File: src/rtl/fetch_pkg.sv
`default_nettype none
// ============================================================================
//  Module      : fetch_pkg
//  Description : Shared types and constants for the instruction prefetch
//                queue: fetch FSM state encoding, default instruction size
//                and reset PC, and clog2-derived width constants.
//  Revision    : 1.0  initial release
// ============================================================================
package fetch_pkg;

    // Address width of the fetch path
    localparam int unsigned c_PC_W         = 32;

    // Default instruction geometry and reset PC
    localparam int unsigned c_INST_BYTES   = 4;
    localparam logic [31:0] c_RESET_PC     = 32'h0000_0000;
    localparam int unsigned c_DEPTH        = 4;

    // Widths derived from the defaults
    localparam int unsigned c_INST_W       = c_INST_BYTES * 8;
    localparam int unsigned c_ALIGN_W      = $clog2(c_INST_BYTES);
    localparam int unsigned c_PTR_W        = $clog2(c_DEPTH);
    localparam int unsigned c_CNT_W        = $clog2(c_DEPTH) + 1;

    // Fetch FSM states
    typedef enum logic [1:0] {
        ST_FETCH   = 2'd0,   // requesting beats
        ST_FULL    = 2'd1,   // queue full, request idle
        ST_DISCARD = 2'd2    // waiting to drop a beat issued before a redirect
    } fetch_state_e;

endpackage
`default_nettype wire

File: src/rtl/inst_fifo.sv
`default_nettype none
// ============================================================================
//  Module      : inst_fifo
//  Description : Synchronous FIFO with flush. A push is accepted while full
//                if a pop happens in the same cycle. Head data is read
//                straight from storage, so it is valid the cycle after push.
//  Revision    : 1.0  initial release
// ============================================================================
module inst_fifo
    import fetch_pkg::*;
#(
    parameter int unsigned WIDTH = 64,
    parameter int unsigned DEPTH = 4
)(
    input  logic                     i_clk,
    input  logic                     i_rst,
    input  logic                     i_flush,
    input  logic                     i_push,
    input  logic [WIDTH-1:0]         i_data,
    input  logic                     i_pop,
    output logic [WIDTH-1:0]         o_data,
    output logic                     o_full,
    output logic                     o_empty,
    output logic [$clog2(DEPTH):0]   o_count
);

    localparam int unsigned c_PTR_W = $clog2(DEPTH);

    if ((DEPTH < 2) || ((DEPTH & (DEPTH - 1)) != 0)) begin : g_bad_depth
        $error("inst_fifo: DEPTH must be a power of 2 and at least 2");
    end

    logic [WIDTH-1:0]   r_mem [DEPTH];
    logic [c_PTR_W-1:0] r_wr_ptr;
    logic [c_PTR_W-1:0] r_rd_ptr;
    logic [c_PTR_W:0]   r_count;
    logic               w_do_pop;
    logic               w_do_push;

    assign o_full    = (r_count == (c_PTR_W + 1)'(DEPTH));
    assign o_empty   = (r_count == '0);
    assign o_count   = r_count;
    assign o_data    = r_mem[r_rd_ptr];
    assign w_do_pop  = i_pop && !o_empty;
    assign w_do_push = i_push && (!o_full || w_do_pop);

    // Pointer and occupancy tracking; flush wins over push and pop
    always_ff @(posedge i_clk) begin
        if (i_rst || i_flush) begin
            r_wr_ptr <= '0;
            r_rd_ptr <= '0;
            r_count  <= '0;
        end else begin
            if (w_do_push) begin
                r_wr_ptr <= r_wr_ptr + 1'b1;
            end
            if (w_do_pop) begin
                r_rd_ptr <= r_rd_ptr + 1'b1;
            end
            if (w_do_push && !w_do_pop) begin
                r_count <= r_count + 1'b1;
            end else if (!w_do_push && w_do_pop) begin
                r_count <= r_count - 1'b1;
            end
        end
    end

    // Entry storage; contents are don't-care until written, so no reset
    always_ff @(posedge i_clk) begin
        if (w_do_push && !i_flush) begin
            r_mem[r_wr_ptr] <= i_data;
        end
    end

endmodule
`default_nettype wire

File: src/rtl/prefetch_queue.sv
`default_nettype none
// ============================================================================
//  Module      : prefetch_queue
//  Description : Instruction prefetcher. Fetches instructions beat by beat
//                from memory (one beat outstanding), assembles them
//                big-endian and queues {instruction, pc} for a consumer.
//                A redirect flushes the queue and restarts at a new PC; a
//                beat already requested when the redirect arrives is dropped.
//  Revision    : 1.0  initial release
// ============================================================================
module prefetch_queue
    import fetch_pkg::*;
#(
    parameter int unsigned INST_BYTES = c_INST_BYTES,
    parameter int unsigned MEM_BYTES  = 1,
    parameter int unsigned DEPTH      = c_DEPTH,
    parameter logic [31:0] RESET_PC   = c_RESET_PC
)(
    input  logic                    i_clk,
    input  logic                    i_rst,
    input  logic                    i_redirect,
    input  logic [31:0]             i_redirect_pc,
    output logic                    o_mem_req,
    output logic [31:0]             o_mem_addr,
    input  logic                    i_mem_valid,
    input  logic [MEM_BYTES*8-1:0]  i_mem_data,
    output logic                    o_inst_valid,
    output logic [INST_BYTES*8-1:0] o_inst,
    output logic [31:0]             o_inst_pc,
    input  logic                    i_inst_ready
);

    localparam int unsigned c_BEATS     = INST_BYTES / MEM_BYTES;
    localparam int unsigned c_BEAT_W    = (c_BEATS > 1) ? $clog2(c_BEATS) : 1;
    localparam int unsigned c_I_W       = INST_BYTES * 8;
    localparam int unsigned c_M_W       = MEM_BYTES * 8;
    localparam int unsigned c_ASM_W     = (c_BEATS > 1) ? (c_I_W - c_M_W) : 1;
    localparam int unsigned c_ENTRY_W   = c_I_W + c_PC_W;
    localparam int unsigned c_Q_CNT_W   = $clog2(DEPTH) + 1;
    localparam int unsigned c_I_ALIGN_W = $clog2(INST_BYTES);
    localparam logic [31:0] c_ALIGN_MASK  = ~((32'd1 << c_I_ALIGN_W) - 32'd1);
    localparam logic [c_BEAT_W-1:0]  c_LAST_BEAT   = c_BEAT_W'(c_BEATS - 1);
    localparam logic [c_Q_CNT_W-1:0] c_ALMOST_FULL = c_Q_CNT_W'(DEPTH - 1);

    if ((MEM_BYTES == 0) || ((INST_BYTES % MEM_BYTES) != 0)) begin : g_bad_mem_bytes
        $error("prefetch_queue: MEM_BYTES must divide INST_BYTES");
    end
    if ((DEPTH < 2) || ((DEPTH & (DEPTH - 1)) != 0)) begin : g_bad_depth
        $error("prefetch_queue: DEPTH must be a power of 2 and at least 2");
    end

    fetch_state_e           r_state;
    fetch_state_e           w_state_nxt;
    logic [31:0]            r_fetch_pc;
    logic [c_BEAT_W-1:0]    r_beat;
    logic [c_ASM_W-1:0]     r_asm;
    logic [c_M_W-1:0]       w_beat_be;
    logic [c_I_W-1:0]       w_asm_word;
    logic                   w_beat_done;
    logic                   w_last_beat;
    logic                   w_push;
    logic                   w_pop;
    logic                   w_fills;
    logic                   w_full;
    logic                   w_empty;
    logic [c_Q_CNT_W-1:0]   w_count;
    logic [c_ENTRY_W-1:0]   w_head;

    // Byte-reverse the beat: its lowest-address byte becomes the most significant
    for (genvar m = 0; m < int'(MEM_BYTES); m++) begin : g_swap
        assign w_beat_be[(int'(MEM_BYTES) - 1 - m)*8 +: 8] = i_mem_data[m*8 +: 8];
    end

    // Earlier beats sit above the current one, giving big-endian order
    if (c_BEATS > 1) begin : g_multi_beat
        assign w_asm_word = {r_asm, w_beat_be};
    end else begin : g_single_beat
        assign w_asm_word = w_beat_be;
    end

    assign w_beat_done  = (r_state == ST_FETCH) && i_mem_valid;
    assign w_last_beat  = (r_beat == c_LAST_BEAT);
    assign w_pop        = o_inst_valid && i_inst_ready && !i_redirect;
    assign w_push       = w_beat_done && w_last_beat && !i_redirect && (!w_full || w_pop);
    assign w_fills      = w_push && !w_pop && (w_count == c_ALMOST_FULL);
    assign o_mem_addr   = r_fetch_pc + (32'(r_beat) * 32'(MEM_BYTES));
    assign o_inst_valid = !w_empty;
    assign o_inst       = w_head[c_ENTRY_W-1 -: c_I_W];
    assign o_inst_pc    = w_head[c_PC_W-1:0];

    // Next-state and request logic; redirect overrides all other transitions
    always_comb begin
        w_state_nxt = r_state;
        o_mem_req   = 1'b0;
        case (r_state)
            ST_FETCH: begin
                o_mem_req = 1'b1;
                if (w_fills) begin
                    w_state_nxt = ST_FULL;
                end
            end
            ST_FULL: begin
                if (w_pop) begin
                    w_state_nxt = ST_FETCH;
                end
            end
            ST_DISCARD: begin
                if (i_mem_valid) begin
                    w_state_nxt = ST_FETCH;
                end
            end
            default: w_state_nxt = ST_FETCH;
        endcase
        if (i_redirect) begin
            if (r_state == ST_DISCARD) begin
                // Still owed a stale beat unless it lands in this very cycle,
                // in which case waiting longer would stall with no request out
                w_state_nxt = i_mem_valid ? ST_FETCH : ST_DISCARD;
            end else if ((r_state == ST_FETCH) && !i_mem_valid) begin
                w_state_nxt = ST_DISCARD;
            end else begin
                w_state_nxt = ST_FETCH;
            end
        end
    end

    // FSM state register
    always_ff @(posedge i_clk) begin
        if (i_rst) begin
            r_state <= ST_FETCH;
        end else begin
            r_state <= w_state_nxt;
        end
    end

    // Fetch PC, beat counter and partial assembly
    always_ff @(posedge i_clk) begin
        if (i_rst) begin
            r_fetch_pc <= RESET_PC;
            r_beat     <= '0;
            r_asm      <= '0;
        end else if (i_redirect) begin
            r_fetch_pc <= i_redirect_pc & c_ALIGN_MASK;
            r_beat     <= '0;
            r_asm      <= '0;
        end else if (w_beat_done) begin
            if (w_last_beat) begin
                r_fetch_pc <= r_fetch_pc + 32'(INST_BYTES);
                r_beat     <= '0;
                r_asm      <= '0;
            end else begin
                r_beat     <= r_beat + 1'b1;
                r_asm      <= w_asm_word[c_ASM_W-1:0];
            end
        end
    end

    inst_fifo #(
        .WIDTH   (c_ENTRY_W),
        .DEPTH   (DEPTH)
    ) u_inst_fifo (
        .i_clk   (i_clk),
        .i_rst   (i_rst),
        .i_flush (i_redirect),
        .i_push  (w_push),
        .i_data  ({w_asm_word, r_fetch_pc}),
        .i_pop   (w_pop),
        .o_data  (w_head),
        .o_full  (w_full),
        .o_empty (w_empty),
        .o_count (w_count)
    );

endmodule
`default_nettype wire

File: config.mk
export PLATFORM = sky130hd
export DESIGN_NAME = prefetch_queue
export DESIGN_NICKNAME = d
export VERILOG_FILES = /design/src/rtl/fetch_pkg.sv /design/src/rtl/inst_fifo.sv /design/src/rtl/prefetch_queue.sv
export SDC_FILE = /design/constraint.sdc
export NUM_CORES = 1
export LEC_CHECK = 0
export ABC_AREA = 0
export CORE_AREA = 2 2 129 181
export CTS_CLUSTER_DIAMETER = 200
export CTS_CLUSTER_SIZE = 8
export DETAILED_ROUTE_END_ITERATION = 8
export DIE_AREA = 0 0 131 183
export GPL_TIMING_DRIVEN = 0
export MAX_ROUTING_LAYER = met4
export PLACE_DENSITY = 0.9
export SYNTH_ARGS = -nofsm -noshare
export SYNTH_HDL_FRONTEND = slang
export SYNTH_SLANG_ARGS = --single-unit
File: constraint.sdc
create_clock -name i_clk -period 4.9 [get_ports i_clk]
set_input_delay 0.98 -clock i_clk [delete_from_list [all_inputs] [get_ports i_clk]]
set_output_delay 0.98 -clock i_clk [all_outputs]
set_load 0.02 [all_outputs]
==> results of run 1 <==
[worst paths after layout]
| check | cells past startpoint | end | startpoint |
|---|---|---|---|
| worst min-delay path | 2 | r_beat[1] | r_beat[1] |
| worst min register to register | 2 | r_beat[1] | r_beat[1] |
| worst max-delay path | 4 | o_inst_pc[19] | flop |
| worst max register to register | 11 | u_inst_fifo.o_count[2] | r_beat[0] |
[metrics by stage]
step	setup slack, ns	area, um^2
after CTS	0.870	15500
after global placement	-0.952	14100
after floorplan	1.15	12300
final	0.836	15500
after detailed placement	0.607	14200
after global routing	0.795	15500
[power by group through the flow]
| stage | Combinational (mW) | Clock (mW) | Sequential, mW |
|---|---|---|---|
| 2_1_floorplan | 0.0688 | 0 | 3.00 |
| 3_3_place_gp | 0.182 | 0 | 3.00 |
| 3_5_place_dp | 0.185 | 0 | 3.00 |
| 4_1_cts | 0.188 | 2.87 | 2.95 |
| 5_1_grt | 0.203 | 2.99 | 2.95 |
| 6_report | 0.190 | 2.83 | 2.95 |
[layout by cell type, fill, tap and decap left out, types with 10 or more instances in the layout]
cell type | Yosys | layout
edfxtp_1 | 248 | 248
inv_1 | 13 | 13
nor2_1 | 60 | 60
clkdlybuf4s50_1 | 0 | 137
buf_2 | 10 | 10
a311oi_1 | 15 | 15
a21oi_1 | 31 | 31
mux4_2 | 62 | 62
dfxtp_1 | 67 | 67
nor3b_1 | 25 | 25
or4_1 | 10 | 10
nand2_1 | 21 | 21
nand3_1 | 10 | 10
clkbuf_1 | 30 | 63
or3_1 | 16 | 16
nand4_1 | 12 | 12
clkbuf_16 | 0 | 46
[layout make-up]
type	count	area [um^2]	share of cell area, %
inverters	13	48.8	0.315
flip-flops and latches	315	8790	56.8
multi-input cells	365	3290	21.2
clock inverters	3	42.5	0.275
repair buffers	141	1470	9.52
clock buffers	79	1270	8.24
well taps	301	377	2.43
plain buffers	45	189	1.22
[worst register-to-register path, cell delays in order (launching register included)]
cell	delay, ns
dfxtp_1	0.42
ha_1	0.17
buf_2	0.22
nand4bb_1	0.17
clkbuf_1	0.29
nor3_1	0.83
ha_1	0.33
inv_1	0.07
fa_1	0.39
xor2_1	0.16
or3_1	0.30
a21oi_1	0.13
[layer usage]
layer  vias up  GRT usage, %  part of all wire (%)
li1       3317             -                     -
met1      3750          29.4                    36
met2       393          42.3                    54
met3        57          4.23                   7.6
met4         0          8.77                   2.6
met5         -             -                     0
[flip-flops by register name (all words and copies together) (netlist names), named ones only]
name	flops
r_state	2
r_asm	24
u_inst_fifo.o_count	3
u_inst_fifo.r_wr_ptr	2
r_fetch_pc	30
u_inst_fifo.r_mem	248
u_inst_fifo.r_rd_ptr	2
r_beat	2
[cells by family (layout without fill, tap and decap cells)]
family / Yosys count / after routing
xor gates and xnor gates: 13 / 13
muxes: 64 / 64
buffers and inverters: 58 / 281
and+or+nand+nor: 192 / 192
AOI/OAI and AO/OA: 86 / 86
DFF: 315 / 315
other: 1 / 2
adders and majority gates: 8 / 8
==> results.yml, run 1 <==
run_status:
  status: "finished, final reports clean"
global_route:
  grt_pass1_vias: 7634
  grt_pass1_wl_um: 43000
  grt_max_degree: 44
  gr-total-overflow: 0
  antenna_found_initial: 0
  grtUsageTotal_pct: 24.7
synth:
  ys_warn_count: 0
  synthXorXnorAreaFrac_pct: 0.926
  yosysMostFrequentCell: "edfxtp_1"
  synth_top_family_by_area: "multiplexers"
  muxShareOfSynthArea_pct: 11.5
  synthTopCellsByCount: "edfxtp_1 (248), dfxtp_1 (67), mux4_2 (62)"
  syn_inst: 737
  synth_compound_area_share_pct: 4.63
  synth_edf_count: 248
  netlist.area_leader.share_pct: 60.5
  yosysSeqAreaShare_pct: 71.5
  syn_avg_cell_area_um2: 16.7
  synthSimpleGateAreaFrac_pct: 8.64
  netlist.top_cell.by_area: "edfxtp_1"
  synth-seq-cells: 315
  syn_area_mm2: 0.0123
  ys_types: 49
  async_flop_share_pct: 0
  synthAdderAreaFrac_pct: 0.875
  synth_area_leaders: "edfxtp_1 (61%), mux4_2 (11%), dfxtp_1 (11%)"
  synth-main-ff-cell: "edfxtp_1"
clock_tree:
  htreeDepth: 2
  root_buffer: "clkbuf_16"
  ctsHoldBuffers: 0
  clockBufferDepth: 3
  cts_sinks: 315
  cts_buffers: 45
  cts_tree: "yes"
  ctsResizeCount: 0
  clk_latency_ns: 0.53
  post_cts_buffers: 0
  clk_pin_slew_ns: 0.05
floorplan:
  die-area_mm2: 0.0240
  die_w_um: 131
  num_rows: 65
  initial_core_util_pct: 55.0
  die-height_um: 183
  core_mm2: 0.0224
  boundaryPins: 143
routing:
  drc: 0
  drt-wirelength-per-cell_um: 22.1
  ant_nets: 0
  num_vias: 7517
  drt_iter0_markers: 517
  viasPerCell: 5.96
  finalWirelength_um: 28000
  first_pass_iters: 5
finish:
  fin_cells: 1262
  area_growth_pct: 25.9
  fill_cells: 1416
  diodes: 0
  drive_gt1_share_pct: 14.4
  fin_util_pct: 69.2
  nNetsFinal: 979
power:
  power_frac_seq_pct: 49.4
  p_leak_nw: 4.84
  power.total_mw: 5.97
  switchingPower_mw: 1.23
  swShare_pct: 20.6
  power_frac_comb_pct: 3.2
  vdd_drop_max_uv: 268
  cellPowerDensity_mw_per_mm2: 386
  intPower_mw: 4.74
  p_clk_share_pct: 47.4
critical_path:
  crit_slowest_cell: "clkbuf_1"
  crit_chain: "buf_1, clkbuf_1, mux4_2, clkdlybuf4s50_1"
  crit_required_ns: 3.92
  cp_top_family: "buffers and inverters"
  critPathMaxStageDelay_ns: 0.70
  worstSetupPathType: "flop to output port"
  worstSetupEndpointType: "output port"
  cp-start-kind: "flop"
  cp_data_arrival_time_ns: 3.08
  r2r_slack_ns: 1.35
  crit_fanout: 10
  path_buf_inv: 3
sta:
  period_share_pct: 82.9
  maxSlewViolCount: 0
  rsz0062_at_grt: "no"
  max_freq_ghz: 0.246
  fin_tns_setup_ns: 0
  relSlewSlack_pct: 36.5
  tightest_slew_ns: 0.945
  hold_slack_ns: 0.522
  skew_ns: 0.0207
  hold_violations: 0
  finalSetupViolCount: 0
  min_period_ns: 4.06
placement:
  dpl.hpwl_um: 17700
  post-place-cells: 1180
  io_buffer_count: 137
  gp_routability_congestion: 0.935
hold_path:
  hold_path.class: "flop to flop"
run:
  maxCapViolations: 0
Power figures use the tool's default switching activity.
==> inputs of run 2 (changes only) <==
- clock period: 4.9 -> 3.96 ns (I/O delays scaled with it)
==> results of run 2 <==
The final DEF is identical to that of run 1. Status: finished, final reports clean.
Among the figures that moved: setup slack after placement 0.607 ns -> -0.145 ns; setup slack after layout 0.836 ns -> 0.0838 ns; register-to-register setup slack 1.35 ns -> 0.41 ns; total power 5.97 mW -> 7.39 mW; worst IR drop on VDD 268 uV -> 332 uV
==> inputs of run 3 (changes only) <==
- TNS_END_PERCENT: not set -> 10
==> results of run 3 <==
The final DEF is identical to that of run 1. Status: finished, final reports clean.
Among the figures that moved: setup slack after placement 0.607 ns -> -0.145 ns; setup slack after layout 0.836 ns -> 0.0838 ns; register-to-register setup slack 1.35 ns -> 0.41 ns; total power 5.97 mW -> 7.39 mW; worst IR drop on VDD 268 uV -> 332 uV
